File: src/rtl/alu_result_collector_if.sv
// Interface for alu_result_collector.
// Carries the issue tag, the four registered ALU unit results/flags, and the
// result FIFO handshake/status.
//   slave  : the collector (receives issue/ALU/res_ready, drives result side)
//   master : the environment driving issues and ALU outputs, consuming results
interface alu_result_collector_if #(
  parameter int DEPTH = 4
);
  localparam int CW = $clog2(DEPTH) + 1;

  logic               issue_valid;
  logic [3:0]         issue_fun;
  logic signed [15:0] Arith_Out;
  logic signed [15:0] Logic_Out;
  logic signed [15:0] CMP_Out;
  logic signed [15:0] Shift_Out;
  logic               Arith_Flag;
  logic               Logic_Flag;
  logic               CMP_Flag;
  logic               Shift_Flag;
  logic               res_valid;
  logic               res_ready;
  logic signed [15:0] res_data;
  logic [3:0]         res_fun;
  logic               res_err;
  logic [CW-1:0]      fifo_count;
  logic               overflow;
  logic [3:0]         drop_count;

  modport slave (
    input  issue_valid, issue_fun,
    input  Arith_Out, Logic_Out, CMP_Out, Shift_Out,
    input  Arith_Flag, Logic_Flag, CMP_Flag, Shift_Flag,
    input  res_ready,
    output res_valid, res_data, res_fun, res_err,
    output fifo_count, overflow, drop_count
  );

  modport master (
    output issue_valid, issue_fun,
    output Arith_Out, Logic_Out, CMP_Out, Shift_Out,
    output Arith_Flag, Logic_Flag, CMP_Flag, Shift_Flag,
    output res_ready,
    input  res_valid, res_data, res_fun, res_err,
    input  fifo_count, overflow, drop_count
  );
endinterface

File: src/rtl/alu_result_collector.sv
// ALU result collector.
// Follows each issued op through a LAT-deep tag pipeline so the tag leaves the
// pipeline in the same cycle the registered ALU outputs for that op are valid.
// On exit the selected unit's result, the op code and a flag-consistency error
// bit are pushed into a DEPTH-entry FIFO read through a valid/ready port.
// Ports:
//   clk  - clock, rising edge
//   rst  - asynchronous active-high reset
//   bus  - alu_result_collector_if.slave (issue, ALU results/flags, result FIFO)
module alu_result_collector #(
  parameter int DEPTH = 4,
  parameter int LAT   = 1
) (
  input logic                 clk,
  input logic                 rst,
  alu_result_collector_if.slave bus
);
  localparam int AW = (DEPTH > 1) ? $clog2(DEPTH) : 1;
  localparam int CW = $clog2(DEPTH) + 1;

  typedef struct packed {
    logic [15:0] data;
    logic [3:0]  fun;
    logic        err;
  } entry_t;

  logic [LAT-1:0]      tag_v_q, tag_v_d;
  logic [LAT-1:0][3:0] tag_fun_q, tag_fun_d;
  entry_t              mem_q [DEPTH];
  entry_t              mem_d [DEPTH];
  logic [AW-1:0]       wr_ptr_q, wr_ptr_d;
  logic [AW-1:0]       rd_ptr_q, rd_ptr_d;
  logic [CW-1:0]       count_q, count_d;
  logic                overflow_q, overflow_d;
  logic [3:0]          drop_q, drop_d;

  logic        exit_v;
  logic [3:0]  exit_fun;
  logic [3:0]  flags;
  logic [15:0] sel_result;
  logic        full, pop, wr, drop;
  entry_t      new_entry;
  entry_t      head;

  always_comb begin
    tag_v_d      = tag_v_q;
    tag_fun_d    = tag_fun_q;
    tag_v_d[0]   = bus.issue_valid;
    tag_fun_d[0] = bus.issue_fun;
    for (int i = 1; i < LAT; i++) begin
      tag_v_d[i]   = tag_v_q[i-1];
      tag_fun_d[i] = tag_fun_q[i-1];
    end
  end

  assign exit_v   = tag_v_q[LAT-1];
  assign exit_fun = tag_fun_q[LAT-1];
  assign flags    = {bus.Shift_Flag, bus.CMP_Flag, bus.Logic_Flag, bus.Arith_Flag};

  always_comb begin
    sel_result = 16'd0;
    case (exit_fun[3:2])
      2'b00:   sel_result = bus.Arith_Out;
      2'b01:   sel_result = bus.Logic_Out;
      2'b10:   sel_result = bus.CMP_Out;
      default: sel_result = bus.Shift_Out;
    endcase
  end

  // Exactly the selected unit's flag must be high; anything else is an error.
  always_comb begin
    new_entry.data = sel_result;
    new_entry.fun  = exit_fun;
    new_entry.err  = (flags != (4'b0001 << exit_fun[3:2]));
  end

  assign full = (count_q == CW'(DEPTH));
  assign pop  = (count_q != '0) && bus.res_ready;
  // A pop in the same cycle frees a slot, so a full FIFO still accepts.
  assign wr   = exit_v && (!full || pop);
  assign drop = exit_v && full && !pop;

  always_comb begin
    mem_d      = mem_q;
    wr_ptr_d   = wr_ptr_q;
    rd_ptr_d   = rd_ptr_q;
    overflow_d = overflow_q | drop;
    drop_d     = drop_q;
    if (wr) begin
      mem_d[wr_ptr_q] = new_entry;
      wr_ptr_d        = wr_ptr_q + 1'b1;
    end
    if (pop) rd_ptr_d = rd_ptr_q + 1'b1;
    if (drop && (drop_q != 4'd15)) drop_d = drop_q + 4'd1;
    count_d = count_q + CW'(wr) - CW'(pop);
  end

  always_ff @(posedge clk or posedge rst) begin
    if (rst) begin
      tag_v_q    <= '0;
      tag_fun_q  <= '0;
      for (int i = 0; i < DEPTH; i++) mem_q[i] <= '0;
      wr_ptr_q   <= '0;
      rd_ptr_q   <= '0;
      count_q    <= '0;
      overflow_q <= 1'b0;
      drop_q     <= 4'd0;
    end else begin
      tag_v_q    <= tag_v_d;
      tag_fun_q  <= tag_fun_d;
      mem_q      <= mem_d;
      wr_ptr_q   <= wr_ptr_d;
      rd_ptr_q   <= rd_ptr_d;
      count_q    <= count_d;
      overflow_q <= overflow_d;
      drop_q     <= drop_d;
    end
  end

  // Head fields are forced to zero while empty so stale storage never shows.
  assign head           = mem_q[rd_ptr_q];
  assign bus.res_valid  = (count_q != '0);
  assign bus.res_data   = bus.res_valid ? head.data : 16'd0;
  assign bus.res_fun    = bus.res_valid ? head.fun  : 4'd0;
  assign bus.res_err    = bus.res_valid ? head.err  : 1'b0;
  assign bus.fifo_count = count_q;
  assign bus.overflow   = overflow_q;
  assign bus.drop_count = drop_q;
endmodule

File: src/flat_wrapper.sv
// flat-port wrapper written by rule: the top's interface ports become plain ports
module alu_result_collector_flat 
#(
  parameter int DEPTH = 4,
  parameter int LAT   = 1
)
  (clk, rst, bus_issue_valid, bus_issue_fun, bus_Arith_Out, bus_Logic_Out, bus_CMP_Out, bus_Shift_Out, bus_Arith_Flag, bus_Logic_Flag, bus_CMP_Flag, bus_Shift_Flag, bus_res_ready, bus_res_valid, bus_res_data, bus_res_fun, bus_res_err, bus_fifo_count, bus_overflow, bus_drop_count);
  alu_result_collector_if #(.DEPTH(DEPTH)) bus_i ();
  input logic clk;
  input logic rst;
  input wire logic [$bits(bus_i.issue_valid)-1:0] bus_issue_valid;
  input wire logic [$bits(bus_i.issue_fun)-1:0] bus_issue_fun;
  input wire logic [$bits(bus_i.Arith_Out)-1:0] bus_Arith_Out;
  input wire logic [$bits(bus_i.Logic_Out)-1:0] bus_Logic_Out;
  input wire logic [$bits(bus_i.CMP_Out)-1:0] bus_CMP_Out;
  input wire logic [$bits(bus_i.Shift_Out)-1:0] bus_Shift_Out;
  input wire logic [$bits(bus_i.Arith_Flag)-1:0] bus_Arith_Flag;
  input wire logic [$bits(bus_i.Logic_Flag)-1:0] bus_Logic_Flag;
  input wire logic [$bits(bus_i.CMP_Flag)-1:0] bus_CMP_Flag;
  input wire logic [$bits(bus_i.Shift_Flag)-1:0] bus_Shift_Flag;
  input wire logic [$bits(bus_i.res_ready)-1:0] bus_res_ready;
  output wire logic [$bits(bus_i.res_valid)-1:0] bus_res_valid;
  output wire logic [$bits(bus_i.res_data)-1:0] bus_res_data;
  output wire logic [$bits(bus_i.res_fun)-1:0] bus_res_fun;
  output wire logic [$bits(bus_i.res_err)-1:0] bus_res_err;
  output wire logic [$bits(bus_i.fifo_count)-1:0] bus_fifo_count;
  output wire logic [$bits(bus_i.overflow)-1:0] bus_overflow;
  output wire logic [$bits(bus_i.drop_count)-1:0] bus_drop_count;
  assign bus_i.issue_valid = bus_issue_valid;
  assign bus_i.issue_fun = bus_issue_fun;
  assign bus_i.Arith_Out = bus_Arith_Out;
  assign bus_i.Logic_Out = bus_Logic_Out;
  assign bus_i.CMP_Out = bus_CMP_Out;
  assign bus_i.Shift_Out = bus_Shift_Out;
  assign bus_i.Arith_Flag = bus_Arith_Flag;
  assign bus_i.Logic_Flag = bus_Logic_Flag;
  assign bus_i.CMP_Flag = bus_CMP_Flag;
  assign bus_i.Shift_Flag = bus_Shift_Flag;
  assign bus_i.res_ready = bus_res_ready;
  assign bus_res_valid = bus_i.res_valid;
  assign bus_res_data = bus_i.res_data;
  assign bus_res_fun = bus_i.res_fun;
  assign bus_res_err = bus_i.res_err;
  assign bus_fifo_count = bus_i.fifo_count;
  assign bus_overflow = bus_i.overflow;
  assign bus_drop_count = bus_i.drop_count;
  alu_result_collector #(.DEPTH(DEPTH), .LAT(LAT)) u_core (.clk(clk), .rst(rst), .bus(bus_i));
endmodule
File: config.mk
export PLATFORM = sky130hd
export DESIGN_NAME = alu_result_collector_flat
export DESIGN_NICKNAME = d
export VERILOG_FILES = /design/src/rtl/alu_result_collector_if.sv /design/src/rtl/alu_result_collector.sv /design/src/flat_wrapper.sv
export SDC_FILE = /design/constraint.sdc
export NUM_CORES = 1
export LEC_CHECK = 0
export ABC_AREA = 1
export BUFFER_PORTS_ARGS = -buffer_cell sky130_fd_sc_hd__buf_4
export CAP_MARGIN = 0
export CELL_PAD_IN_SITES_DETAIL_PLACEMENT = 1
export CELL_PAD_IN_SITES_GLOBAL_PLACEMENT = 1
export CORE_MARGIN = 1
export CORE_UTILIZATION = 43
export CTS_CLUSTER_SIZE = 40
export DETAILED_ROUTE_END_ITERATION = 10
export HOLD_SLACK_MARGIN = 0.15
export PLACE_DENSITY_LB_ADDON = 0.1
export SLEW_MARGIN = 0
export SYNTH_ARGS = -nofsm -noshare
export SYNTH_HDL_FRONTEND = slang
export SYNTH_SLANG_ARGS = --single-unit
File: constraint.sdc
create_clock -name clk -period 10 [get_ports clk]
set_clock_uncertainty 0.1 [all_clocks]
set_input_delay 1.5 -clock clk [delete_from_list [all_inputs] [get_ports clk]]
set_output_delay 1.5 -clock clk [all_outputs]
set_load 0.01 [all_outputs]
* Yosys cells after proc, flatten, opt, wreduce, memory -nomap -nowiden *
Index checks and enable logic that the tools add are counted.

storage, ports and cells
  word-level logic and storage cells = 57
  bits in latches = 0
  input port bits = 76
  bits in writable memories = 0
  memories kept = 0
  bits in read-only memories = 0
  register bits after elaboration = 101

operators by class
  equality and inequality tests = 5
  shift operators = 1
  mux-type cells = 10
  divide/modulo/power cells = 0
  $mul = 0
  reductions and logical operators = 11
  magnitude comparators = 3
  bitwise logic cells = 3
  add/sub/neg operators = 5

operator list
  operator                                                               count
  84-bit bitwise mux                                                     1
  21-bit two-way mux                                                     3
  16-bit case mux with 3 select lines                                    1
  21-bit binary-select mux with 2-bit select                             1
  21-bit demux with 2-bit select                                         1
  16-bit two-way mux                                                     1
  3-bit >= comparator (second input constant)                            2
  1-bit logical AND                                                      6
  2-bit inverter with 3-bit output                                       2
  2-bit by 1-bit adder with 2-bit output (second input constant)         2
  4-bit by 1-bit adder with 4-bit output (second input constant)         1
  4-bit two-way mux                                                      1
  4-bit != test                                                          1
  4-bit != test (second input constant)                                  1
  1-bit by 2-bit left shift with 4-bit output (first input constant)     1
  3-bit by 1-bit adder with 3-bit output                                 1
  3-bit == test (second input constant)                                  1
  3-bit by 1-bit < comparator with 1-bit output (second input constant)  1
  3-bit nonzero test                                                     1
  3-bit by 1-bit subtractor with 3-bit output                            1
  2-bit by 1-bit == test with 1-bit output (second input constant)       1
  2-bit == test (second input constant)                                  1
  1-bit logical NOT                                                      2
  2-bit logical NOT                                                      1
  3 further kinds                                                        3

* Longest topological paths before layout *
  depth after elaboration = 6
  depth in mapped cells = 9

* Worst setup path before layout *
OpenSTA, ideal clock, no wires.

  path type = reg2out
  start point = reg u_core.count_q[1] (netlist: u_core.bus.fifo_count[1])
  end point = out bus_res_data[0]
  arrival time = 1.235 ns
  setup slack = 7.165 ns
  data required time = 8.400 ns
  stages on the path, launching flop included = 6
  buffers on the path = 1
  cells stage by stage = dfrtp_1 -> inv_1 -> nand3_1 -> inv_1 -> clkbuf_1 -> a21oi_1

on the way
  word-level cells in the longest chain between the ends = 2

RTL lines
  item                     line                         source
  from (decl)              alu_result_collector.sv:33   logic [CW-1:0] count_q, count_d;
  from (signal assigned)   alu_result_collector.sv:114  count_q <= count_d;
  3-bit nonzero test       alu_result_collector.sv:122  assign bus.res_valid = (count_q != '0);
  named net bus_res_valid  flat_wrapper.sv:22           output wire logic [$bits(bus_i.res_valid)-1:0] bus_res_valid;
  16-bit two-way mux       alu_result_collector.sv:123  assign bus.res_data = bus.res_valid ? head.data : 16'd0;
  to (decl)                flat_wrapper.sv:23           output wire logic [$bits(bus_i.res_data)-1:0] bus_res_data;

The timed path passes the listed nets, and every way through them passes these cells.

* Worst setup path in the final report *
  start point = reg u_core.rd_ptr_q[1]
  end point = out bus_res_data[9]

on the way
  word-level cells in the longest chain between the ends = 5

RTL lines
  item                                                    line                         source
  from (decl)                                             alu_result_collector.sv:32   logic [AW-1:0] rd_ptr_q, rd_ptr_d;
  from (signal assigned)                                  alu_result_collector.sv:113  rd_ptr_q <= rd_ptr_d;
  2-bit inverter with 3-bit output (implied by the code)  alu_result_collector.sv:121  assign head = mem_q[rd_ptr_q];
  21-bit binary-select mux with 2-bit select              alu_result_collector.sv:121
  21-bit two-way mux (implied by the code) (2 in series)  alu_result_collector.sv:121
  16-bit two-way mux                                      alu_result_collector.sv:123

No other way between the ends. The select of a mux whose other input is x is not followed.

==> impl_metrics.tcl <==
set metrics [dict create \
    htreeDepth 3 \
    post_drt_antenna_nets 0 \
    hold-path-cell-count 2 \
    via_count_of_the_first_global_routing_pass 5343 \
    tritoncts_buffer_count 9 \
    clock_sinks 101 \
    timing.max_slew.rel_slack 0.333 \
    preCtsSetupSlack_ns 6.14 \
    grt_setup_unrepaired "no" \
    final_hold_viol_count 0 \
    chipHeight_um 114 \
    fmaxAchievable_ghz 0.234 \
    globalRouteMet2Util 0.478 \
    cp-end-kind "primary output" \
    antenna_violations_before_repair 0 \
    outcome "finished, final reports clean" \
    dr.first_iter.drc_count 266 \
    critical_path.max_fanout 23 \
    setup.worst_path.start_class "register" \
    post_cts.resized_instances 0 \
    multiInputGateArea_um2 2450 \
    syn_area_um2 5360 \
    leakage_nw 3.32 \
    first_pass_grt_wire_length_um 27000 \
    final_util 0.530 \
    worst-path-buf-inv 2 \
    grt_max_degree 78 \
    floorplan.io_pins 106 \
    yosysWarnings 0 \
    synth_sequential_area_ratio 0.471 \
    setup_viol 0 \
    worst_path_max_delay_cell "sky130_fd_sc_hd__dfrtp_1" \
    placement.io_buffers 105 \
    grt-ovfl-total 0 \
    finalCriticalPeriod_ns 4.27 \
    drive_gt1_frac 0.194 \
    mostFrequentLayoutCells "sky130_fd_sc_hd__nand2_1, sky130_fd_sc_hd__buf_4, sky130_fd_sc_hd__dfrtp_1" \
    synth-edff-count 0 \
    ff2ff_path_depth 9 \
    grt_util_met3 0.0462 \
    synth-seq-cells 101 \
    tritoncts_clock_tree "yes" \
    clock_insertion_delay_worst_skew_ns 0.35 \
    total_neg_setup_slack_ns 0 \
    dieWidth_um 114 \
    synth_area_per_cell_um2 7.70 \
    max_slew_violation_count 0 \
    seq_area_um2 2530 \
    syn-instance-count 697 \
    route.detailed.drc 0 \
    worst-setup-path-type "register to primary output" \
    cp.required_ns 8.40 \
    clock_tree.buffer_depth 2 \
    fillers 1534 \
    grt_util_met1 0.350 \
    num_antenna_cells 0 \
    routed-via-count 4857 \
    post-dp-hpwl_um 11200 \
    cap_violations 0 \
    initial_core_utilization 0.445 \
    worst-slew-pin-transition_ns 1.00 \
    worstPathCellList "inv_1 -> nor2_1 -> o21ai_0 -> a21oi_1 -> buf_4" \
    drt-vias-per-instance 5.08 \
    final_area_um2 6390 \
    grt_util_all_layers 0.272 \
    dieArea_um2 12900 \
    nets 866 \
    ctsRootBufferMaster "sky130_fd_sc_hd__clkbuf_16" \
    postCtsHoldBufs 0 \
    timing.critical_path.arrival_ns 2.67 \
    cts_setup_buffers 0 \
    synth_async_sr_flop_share 1.00 \
    fin_crit_sh 0.427 \
    layout.cells.most_common "sky130_fd_sc_hd__nand2_1" \
    drt_pre_antenna_iters 4 \
    synth_flop_cell "sky130_fd_sc_hd__dfrtp_1" \
    library_cells_used_by_synthesis 31 \
    setup_ws_ns 5.73 \
    worst_path_dominant_cell_family "flip-flops" \
    longest_individual_stage_delay_on_the_worst_path_ns 0.89 \
    detailed_place.area_um2 6120 \
    core.rowCount 40 \
    place.gp.congestion 0.751 \
    wl_um 16300 \
    power_density_nw_per_um2 301 \
    min_path_type "register to register" \
    syn2layout_area_growth_pct 19.1 \
    detail_route.wl_per_cell_um 17.0 \
    area_of_the_placeable_core_um2 12100 \
    vdd_ir_drop_max_uv 128 \
    worstSetupPathDepth 5 \
    gr-max-usage-layer "met2" \
    clkTransAtPathRegs_ns 0.06 \
    post_syn_nets 780 \
]
final timing paths:
kind                                               startpoint                                  to  slack [ns]
setup / recovery               u_core.rd_ptr_q[1]$_DFFE_PP0P_                     bus_res_data[9]        5.73
hold / removal                   u_core.mem_q[58]$_DFFE_PP0P_        u_core.mem_q[58]$_DFFE_PP0P_        0.38
setup reg to reg           u_core.bus.fifo_count[1]$_DFF_PP0_  u_core.bus.fifo_count[2]$_DFF_PP0_        7.82
hold reg to reg                  u_core.mem_q[58]$_DFFE_PP0P_        u_core.mem_q[58]$_DFFE_PP0P_        0.38
max in group asynchronous                                 rst        u_core.mem_q[13]$_DFFE_PP0P_        7.48
min in group asynchronous                                 rst  u_core.bus.fifo_count[1]$_DFF_PP0_        1.01
cells by family (layout without fill, tap and decap cells):
logic type	Yosys count	in the layout	share of synthesized area
AOI/OAI and AO/OA	84	84	0.0788
xor gates and xnor gates	5	5	0.00817
adders and majority gates	7	7	0.0177
buffers and inverters	61	152	0.0718
DFF	101	101	0.471
and+or+nand+nor	439	439	0.352
metal layers:
metal | wire [µm] | share of wire | up-vias
met2 | 8160 | 0.50 | 100
met5 | 0 | 0 | -
met4 | 153 | 0.0094 | 0
met1 | 7190 | 0.44 | 2398
li1 | - | - | 2350
met3 | 779 | 0.048 | 9
cell type report:
cell class | instances | share of cell area
flip-flops and latches | 101 | 0.396
multi-input cells | 535 | 0.384
repair buffers | 108 | 0.127
clock buffers | 12 | 0.0386
well taps | 168 | 0.0329
inverters | 28 | 0.0184
clock inverters | 4 | 0.00372
report_power, final:
group          switching [W]  total (W)  internal (W)
registers           0.000118   0.000699      0.000582
clock network       0.000151   0.000326      0.000175
logic               0.000544   0.000900      0.000356
stage by stage:
stage	std cells	hold WS [ns]	total power [W]
after global routing	956	0.406	0.00208
after global placement	940	0.352	0.00155
after detailed placement	940	0.364	0.00160
after floorplan	697	0.344	0.00127
after CTS	956	0.384	0.00194
final	956	0.381	0.00193
Yosys cell counts (2+ instances only):
cell	number	area [µm²]
sky130_fd_sc_hd__buf_2	6	30.0
sky130_fd_sc_hd__inv_2	2	7.51
sky130_fd_sc_hd__dfrtp_1	101	2530
sky130_fd_sc_hd__clkbuf_2	3	15.0
sky130_fd_sc_hd__xnor2_1	3	26.3
sky130_fd_sc_hd__clkbuf_8	3	41.3
sky130_fd_sc_hd__buf_4	2	15.0
sky130_fd_sc_hd__nand2_4	5	56.3
sky130_fd_sc_hd__nand4_1	5	31.3
sky130_fd_sc_hd__clkbuf_1	6	22.5
sky130_fd_sc_hd__nand2_1	309	1160
sky130_fd_sc_hd__inv_1	24	90.1
sky130_fd_sc_hd__nand4_2	11	138
sky130_fd_sc_hd__buf_6	10	113
sky130_fd_sc_hd__o21ai_1	12	60.1
sky130_fd_sc_hd__o21ai_0	49	245
sky130_fd_sc_hd__xor2_1	2	17.5
sky130_fd_sc_hd__ha_1	6	75.1
sky130_fd_sc_hd__buf_8	2	30.0
sky130_fd_sc_hd__nand3_1	6	30.0
sky130_fd_sc_hd__nor2_4	7	78.8
sky130_fd_sc_hd__a21oi_1	22	110
sky130_fd_sc_hd__nor2_1	93	349
worst register-to-register path: stages (launching register included):
cell and delay [ns]:
sky130_fd_sc_hd__dfrtp_1 0.48, sky130_fd_sc_hd__inv_1 0.11, sky130_fd_sc_hd__nand3_1 0.16, sky130_fd_sc_hd__nand2_1 0.10, sky130_fd_sc_hd__nor2_1 0.20, sky130_fd_sc_hd__o21bai_1 0.16
sky130_fd_sc_hd__ha_1 0.17, sky130_fd_sc_hd__inv_1 0.06, sky130_fd_sc_hd__fa_1 0.39, sky130_fd_sc_hd__xnor2_1 0.14
sequential cells by signal, indices dropped and copies added, names as in the netlist:
signal / flops
u_core.wr_ptr_q: 2
u_core.rd_ptr_q: 2
u_core.bus.drop_count: 4
u_core.exit_v: 1
u_core.exit_fun: 4
u_core.bus.fifo_count: 3
u_core.mem_q: 84
u_core.bus.overflow: 1
No activity file was read; power rests on OpenSTA's default activity.
